File: config.mk
export PLATFORM = sky130hd
export DESIGN_NAME = stopwatch_ctrl
export DESIGN_NICKNAME = d
export VERILOG_FILES = /design/src/rtl/stopwatch_pkg.sv /design/src/rtl/bcd_mod_counter.sv /design/src/rtl/stopwatch_ctrl.sv
export SDC_FILE = /design/constraint.sdc
export NUM_CORES = 1
export LEC_CHECK = 0
export BUFFER_PORTS_ARGS = -buffer_cell sky130_fd_sc_hd__buf_2
export CAP_MARGIN = 15
export CORE_ASPECT_RATIO = 1.5
export CORE_MARGIN = 2
export CORE_UTILIZATION = 45
export CTS_CLUSTER_SIZE = 40
export DETAILED_ROUTE_END_ITERATION = 10
export HOLD_SLACK_MARGIN = 0.12
export PLACE_DENSITY = 0.72
export SLEW_MARGIN = 20
export SYNTH_ARGS = -nofsm -noshare
export SYNTH_HDL_FRONTEND = slang
export SYNTH_SLANG_ARGS = --single-unit
File: constraint.sdc
create_clock -name clk_4m -period 2.64 [get_ports clk_4m]
set_input_delay 0.528 -clock clk_4m [delete_from_list [all_inputs] [get_ports clk_4m]]
set_output_delay 0.528 -clock clk_4m [all_outputs]
set_load 0.02 [all_outputs]
File: src/rtl/stopwatch_pkg.sv
// Shared types and limits for the stopwatch controller.
// BCD helper used by the digit counters.
package stopwatch_pkg;

  typedef enum logic [1:0] {
    IDLE,
    RUN,
    PAUSE,
    LAP
  } sw_state_t;

  localparam logic [7:0] CS_MAX  = 8'h99;
  localparam logic [7:0] SEC_MAX = 8'h59;
  localparam logic [7:0] MIN_MAX = 8'h59;

  // Two-digit BCD increment without wrap handling
  function automatic logic [7:0] bcd_inc(
    input logic [7:0] v
  );
    logic [7:0] r;
    if (v[3:0] == 4'd9) begin
      r = {v[7:4] + 4'd1, 4'd0};
    end else begin
      r = {v[7:4], v[3:0] + 4'd1};
    end
    return r;
  endfunction

endpackage

File: src/rtl/bcd_mod_counter.sv
// Two-digit BCD counter wrapping at MAX.
// carry_out flags the wrap cycle for chaining.
module bcd_mod_counter
  import stopwatch_pkg::*;
#(
  parameter logic [7:0] MAX = 8'h99
) (
  input  logic       clk,
  input  logic       rst,
  input  logic       en,
  input  logic       clr,
  output logic [7:0] cnt,
  output logic       carry_out
);

  logic [7:0] cnt_q;
  logic [7:0] cnt_d;

  assign cnt       = cnt_q;
  assign carry_out = en && !clr && (cnt_q == MAX);

  // Next count: clear wins, otherwise step and wrap
  always_comb begin
    cnt_d = cnt_q;
    if (clr) begin
      cnt_d = '0;
    end else if (en) begin
      if (cnt_q == MAX) begin
        cnt_d = '0;
      end else begin
        cnt_d = bcd_inc(cnt_q);
      end
    end
  end

  // Count register
  always_ff @(posedge clk or posedge rst) begin
    if (rst) begin
      cnt_q <= '0;
    end else begin
      cnt_q <= cnt_d;
    end
  end

endmodule

File: src/rtl/stopwatch_ctrl.sv
// Stopwatch mm:ss.cc driven by 10 ms ticks
// derived from the msec digit, with button FSM.
module stopwatch_ctrl
  import stopwatch_pkg::*;
#(
  parameter int Q_W      = 4,
  parameter int Q_LAST   = 9,
  parameter int SYNC_STG = 2
) (
  input  logic           clk_4m,
  input  logic           rst,
  input  logic [Q_W-1:0] q_msec,
  input  logic           btn_ss,
  input  logic           btn_lap,
  input  logic           btn_clr,
  output logic [7:0]     cs_bcd,
  output logic [7:0]     sec_bcd,
  output logic [7:0]     min_bcd,
  output logic           running,
  output logic           lap_frozen,
  output logic           ovf
);

  localparam int B_SS  = 0;
  localparam int B_LAP = 1;
  localparam int B_CLR = 2;

  logic [2:0] btn_raw;
  logic [2:0] btn_pulse;

  assign btn_raw = {btn_clr, btn_lap, btn_ss};

  for (genvar i = 0; i < 3; i++) begin : g_btn
    logic [SYNC_STG-1:0] sync_q;
    logic [SYNC_STG-1:0] sync_d;
    logic                prev_q;
    logic                prev_d;

    // Shift the raw level in; remember last synced level
    always_comb begin
      sync_d = {sync_q[SYNC_STG-2:0], btn_raw[i]};
      prev_d = sync_q[SYNC_STG-1];
    end

    // Synchroniser and edge-detect flops
    always_ff @(posedge clk_4m or posedge rst) begin
      if (rst) begin
        sync_q <= '0;
        prev_q <= 1'b0;
      end else begin
        sync_q <= sync_d;
        prev_q <= prev_d;
      end
    end

    assign btn_pulse[i] = sync_q[SYNC_STG-1] & ~prev_q;
  end

  wire ss_p  = btn_pulse[B_SS];
  wire lap_p = btn_pulse[B_LAP];
  wire clr_p = btn_pulse[B_CLR];

  logic [Q_W-1:0] q_prev_q;
  logic [Q_W-1:0] q_prev_d;
  logic           tick;

  // Track previous digit to spot the last->0 wrap
  always_comb begin
    q_prev_d = q_msec;
    tick     = (q_prev_q == Q_W'(Q_LAST))
            && (q_msec == '0);
  end

  // Previous-digit register
  always_ff @(posedge clk_4m or posedge rst) begin
    if (rst) begin
      q_prev_q <= '0;
    end else begin
      q_prev_q <= q_prev_d;
    end
  end

  sw_state_t state_q;
  sw_state_t state_d;

  // Next state: clear beats start/stop beats lap
  always_comb begin
    state_d = state_q;
    if (clr_p) begin
      state_d = IDLE;
    end else begin
      unique case (state_q)
        IDLE: begin
          if (ss_p) state_d = RUN;
        end
        RUN: begin
          if (ss_p)       state_d = PAUSE;
          else if (lap_p) state_d = LAP;
        end
        LAP: begin
          if (ss_p)       state_d = PAUSE;
          else if (lap_p) state_d = RUN;
        end
        PAUSE: begin
          if (ss_p) state_d = RUN;
        end
        default: state_d = IDLE;
      endcase
    end
  end

  // State register
  always_ff @(posedge clk_4m or posedge rst) begin
    if (rst) begin
      state_q <= IDLE;
    end else begin
      state_q <= state_d;
    end
  end

  logic       live_run;
  logic       cs_en;
  logic       cs_co;
  logic       sec_co;
  logic       min_co;
  logic [7:0] cs_live;
  logic [7:0] sec_live;
  logic [7:0] min_live;

  assign live_run = (state_q == RUN)
                 || (state_q == LAP);
  assign cs_en    = live_run && tick;

  bcd_mod_counter #(.MAX(CS_MAX)) u_cs (
    .clk       (clk_4m),
    .rst       (rst),
    .en        (cs_en),
    .clr       (clr_p),
    .cnt       (cs_live),
    .carry_out (cs_co)
  );

  bcd_mod_counter #(.MAX(SEC_MAX)) u_sec (
    .clk       (clk_4m),
    .rst       (rst),
    .en        (cs_co),
    .clr       (clr_p),
    .cnt       (sec_live),
    .carry_out (sec_co)
  );

  bcd_mod_counter #(.MAX(MIN_MAX)) u_min (
    .clk       (clk_4m),
    .rst       (rst),
    .en        (sec_co),
    .clr       (clr_p),
    .cnt       (min_live),
    .carry_out (min_co)
  );

  logic [23:0] disp_q;
  logic [23:0] disp_d;
  logic        ovf_q;
  logic        ovf_d;

  // Display tracks live time except while a lap is held
  always_comb begin
    disp_d = {min_live, sec_live, cs_live};
    if (clr_p) begin
      disp_d = '0;
    end else if (state_q == LAP && state_d == LAP) begin
      disp_d = disp_q;
    end
  end

  // Overflow is sticky until cleared
  always_comb begin
    ovf_d = ovf_q;
    if (clr_p) begin
      ovf_d = 1'b0;
    end else if (min_co) begin
      ovf_d = 1'b1;
    end
  end

  // Display and overflow registers
  always_ff @(posedge clk_4m or posedge rst) begin
    if (rst) begin
      disp_q <= '0;
      ovf_q  <= 1'b0;
    end else begin
      disp_q <= disp_d;
      ovf_q  <= ovf_d;
    end
  end

  assign min_bcd    = disp_q[23:16];
  assign sec_bcd    = disp_q[15:8];
  assign cs_bcd     = disp_q[7:0];
  assign running    = live_run;
  assign lap_frozen = (state_q == LAP);
  assign ovf        = ovf_q;

endmodule
==> impl_table.tex <==
\begin{tabular}{lr}
\hline
Metric & Value \\
\hline
\multicolumn{2}{l}{\textbf{Outcome}} \\
Run status & complete, no violations \\
\multicolumn{2}{l}{\textbf{Global routing}} \\
Sum of overflow across all layers after global routing & 0 \\
Wire length of the first global-routing pass & 10000 um \\
Maximum number of pins on one net before global-route repair & 36 \\
Initial antenna violation count & 0 \\
Vias in the first global route & 2170 \\
GRT Overall Usage & 0.170 \\
\multicolumn{2}{l}{\textbf{Clock network}} \\
Clock root buffer & sky130\_fd\_sc\_hd\_\_clkbuf\_8 \\
Clock buffer count from CTS & 9 \\
Post-CTS repair timing setup buffer count & 0 \\
Clock Sink Count & 64 \\
Max H-tree Level & 3 \\
Quantity of gates resized following cts & 0 \\
Clock transition at the registers of the reported paths & 0.07 ns \\
Hold buffers post-CTS & 0 \\
TritonCTS clock tree & done \\
Clock latency on the worst-skew pair & 0.34 ns \\
Maximum buffer depth of the clock tree & 2 \\
\multicolumn{2}{l}{\textbf{Place}} \\
Detailed Place HPWL & 3830 um \\
Post-Place Cell Area & 3310 sq um \\
Placer congestion estimate & between 0.7 and 0.8 \\
PortBufs & 35 \\
Cell count after placement & 384 \\
\multicolumn{2}{l}{\textbf{Cells and area}} \\
Most frequent standard cell in the layout excluding fill and tap cells & sky130\_fd\_sc\_hd\_\_dfrtp\_1 \\
Number of antenna diodes & 0 \\
Final cell count without fillers & 400 \\
Commonest cells after routing, fill and taps aside & sky130\_fd\_sc\_hd\_\_dfrtp\_1, sky130\_fd\_sc\_hd\_\_buf\_2, sky130\_fd\_sc\_hd\_\_inv\_1, sky130\_fd\_sc\_hd\_\_nand2\_1, sky130\_fd\_sc\_hd\_\_mux2i\_1 \\
Number of fill cells in the layout & 635 \\
Proportion of layout cells with a drive suffix above 1 & 0.239 \\
Post-route cell area & 3510 sq um \\
Final core utilization & 0.519 \\
Layout overhead on the synthesized area & 13.6\% \\
Number of nets at the end of the flow & 338 \\
\multicolumn{2}{l}{\textbf{Critical path}} \\
Reg2reg setup slack & 0.47 ns \\
Crit path arrival time & between 2 and 2.5 ns \\
Reg2Reg Launch Point & u\_cs.cnt[1] \\
Worst-path fanout max & 7 \\
Biggest cell delay along the critical path & 0.63 ns \\
Kind of cell adding the most delay to the critical path & simple AND/OR/NAND/NOR gates \\
Bufs and invs on worst path & 1 \\
Start-to-end type of the worst setup path & reg -> reg \\
Crit path launch type & register \\
Slowest cell on crit path & sky130\_fd\_sc\_hd\_\_or4\_1 \\
Critical Path RT & 2.91 ns \\
Worst Reg-to-Reg Cells & 6 \\
Worst flop-to-flop path endpoint & u\_min.cnt[0] \\
Cells traversed along the worst timing path & inv\_1 -> ha\_1 -> nand3b\_4 -> or4\_1 -> or4\_1 -> a21oi\_1 \\
Type of element capturing the critical path & register \\
Library cell appearing most often on the critical path & sky130\_fd\_sc\_hd\_\_or4\_1 \\
Timing startpoint of the critical path & u\_cs.cnt[1] \\
\multicolumn{2}{l}{\textbf{Synth}} \\
Cell area after synthesis & approximately 3100 sq um \\
Net Count, Synth & 301 \\
Post-synthesis cell type with the largest combined area & sky130\_fd\_sc\_hd\_\_dfrtp\_1 \\
Avg Cell Area, Syn & 11.0 sq um \\
FF+latch count, synth & 64 \\
Synth top area cells & sky130\_fd\_sc\_hd\_\_dfrtp\_1, sky130\_fd\_sc\_hd\_\_mux2i\_1, sky130\_fd\_sc\_hd\_\_ha\_1 \\
Proportion of synthesized chip area in sequential cells & 0.519 \\
Warnings from Yosys & 0 \\
Count of different cell masters after synthesis & 43 \\
Cell count after synthesis & between 200 and 300 \\
Area share of the largest cell type after synthesis & 0.519 \\
\multicolumn{2}{l}{\textbf{Routing}} \\
Total Wirelength & 5620 um \\
Avg WL per Cell & $\sim$14 um \\
Via Count & 2148 \\
DR pass1 iterations & 4 \\
First DRT Iteration DRCs & 78 \\
Residual DRC & 0 \\
Post-route antenna net violation count & 0 \\
Vias per cell & 5.37 \\
\multicolumn{2}{l}{\textbf{Worst hold path}} \\
Class of the tightest hold or removal check & in -> async \\
\multicolumn{2}{l}{\textbf{STA}} \\
Final period utilization & 0.823 \\
Final Setup Violations & 0 \\
Post-route minimum period & 2.17 ns \\
Final hold violation count & 0 \\
Slew at the pin closest to its max-slew limit & roughly 0.65 ns \\
Worst clock skew & approximately 0.0071 ns \\
Setup TNS & 0 ns \\
Worst slew margin relative to its limit & 0.563 \\
Unrepaired setup endpoints after global routing & false \\
Pins over their slew limit & 0 \\
Achievable Freq & 460 MHz \\
\multicolumn{2}{l}{\textbf{Floorplanning}} \\
Total core area & 6760 sq um \\
Number of rows in the core area & 37 \\
Die span in x & between 70 and 80 um \\
Starting utilization of the core area & 0.456 \\
Overall die height & 105 um \\
IO Count & 36 \\
Overall die area & 7550 sq um \\
\multicolumn{2}{l}{\textbf{Power and ir drop}} \\
PD cells & 557 nW/um\^{}2 \\
Peak supply drop & 0.290 mV \\
Leakage power total & 1.82 nW \\
\multicolumn{2}{l}{\textbf{Job}} \\
Count of max-cap constraint violations & 0 \\
\hline
\end{tabular}
[logic make-up after synthesis]
| kind of cell | synth area share |
|---|---|
| multiplexers | 0.0957 |
| AO/OA/AOI/OAI | 0.0843 |
| AND/OR/NAND/NOR | 0.191 |
| flip-flops | 0.519 |
| adder cells (fa/ha/maj) | 0.0487 |
| XOR/XNOR | 0.00284 |
| buffers and inverters | 0.0584 |
[metrics by stage]
| stage | total power [mW] | setup WS, ns | hold WS [ns] |
|---|---|---|---|
| final | 1.95 | 0.466 | 0.277 |
| after CTS | 1.98 | 0.460 | 0.269 |
| after floorplan | 1.10 | 0.514 | 0.331 |
| after global routing | 2.04 | 0.306 | 0.264 |
| after global placement | 1.13 | 0.483 | 0.333 |
| after detailed placement | 1.13 | 0.447 | 0.335 |
[worst reg2reg max path, stage by stage, from the launching register on]
cell and delay [ns]:
sky130_fd_sc_hd__dfrtp_1 0.40, sky130_fd_sc_hd__inv_1 0.08, sky130_fd_sc_hd__ha_1 0.20, sky130_fd_sc_hd__nand3b_4 0.11, sky130_fd_sc_hd__or4_1 0.63, sky130_fd_sc_hd__or4_1 0.50, sky130_fd_sc_hd__a21oi_1 0.17
[routing by layer]
| metal | GRT usage | vias up | part of all wire |
|---|---|---|---|
| met1 | 0.216 | 1043 | 0.44 |
| met5 | 0 | - | 0 |
| met3 | 0.0440 | 7 | 0.034 |
| met2 | 0.261 | 39 | 0.51 |
| met4 | 0.0943 | 0 | 0.016 |
| li1 | - | 1059 | - |
[cell usage after synthesis, drive strengths merged]
library cell,count
nor3,11
nand2b,4
nand2,22
o31ai,2
a211o,2
and3b,6
o2bb2ai,2
nor2,8
a21oi,8
mux2,12
nand3,9
nand4,3
o21ai,12
nand3b,6
and3,4
ha,12
a32oi,1
or3,5
a31oi,2
a41oi,1
mux2i,16
a21o,6
buf,5
nor4,4
or2,1
clkbuf,7
dfrtp,64
inv,23
and2,6
a2111oi,4
or4,6
xor2,1
nor2b,1
dlygate4sd3,1
or2b,1
and4,1
and2b,1
[power breakdown]
part | internal [mW] | switching, mW | total [mW]
combinational | 0.0346 | 0.0639 | 0.0984
clock | 0.485 | 0.355 | 0.840
sequential | 0.999 | 0.0151 | 1.01
total | 1.52 | 0.434 | 1.95
[state kept, by name (all words and copies together), names as in the netlist]
| register | flops |
|---|---|
| u_cs.cnt | 8 |
| disp_q | 24 |
| g_btn.sync_q | 6 |
| u_sec.cnt | 8 |
| q_prev_q | 4 |
| u_min.cnt | 8 |
| g_btn.prev_q | 3 |
| state_q | 2 |
| ovf | 1 |
[worst max-delay path by stage]
stage | to | slack, ns | cells after the start
after floorplan | disp_q[0] | 0.51 | 1
after global placement | u_min.cnt[1] | 0.48 | 6
after detailed placement | u_min.cnt[1] | 0.45 | 6
after CTS | u_min.cnt[0] | 0.46 | 6
after global routing | u_min.cnt[0] | 0.31 | 6
final | u_min.cnt[0] | 0.47 | 6
[area by class of cell]
class | count | area, sq um | area share
sequential | 64 | 1600 | 0.457
clock inverter | 3 | 40.0 | 0.0114
inverter | 23 | 86.3 | 0.0246
tap | 78 | 97.6 | 0.0278
clock buffer | 13 | 159 | 0.0453
timing repair buffer | 39 | 218 | 0.0621
multi-input combinational | 180 | 1300 | 0.372
Power figures use the tool's default switching activity.
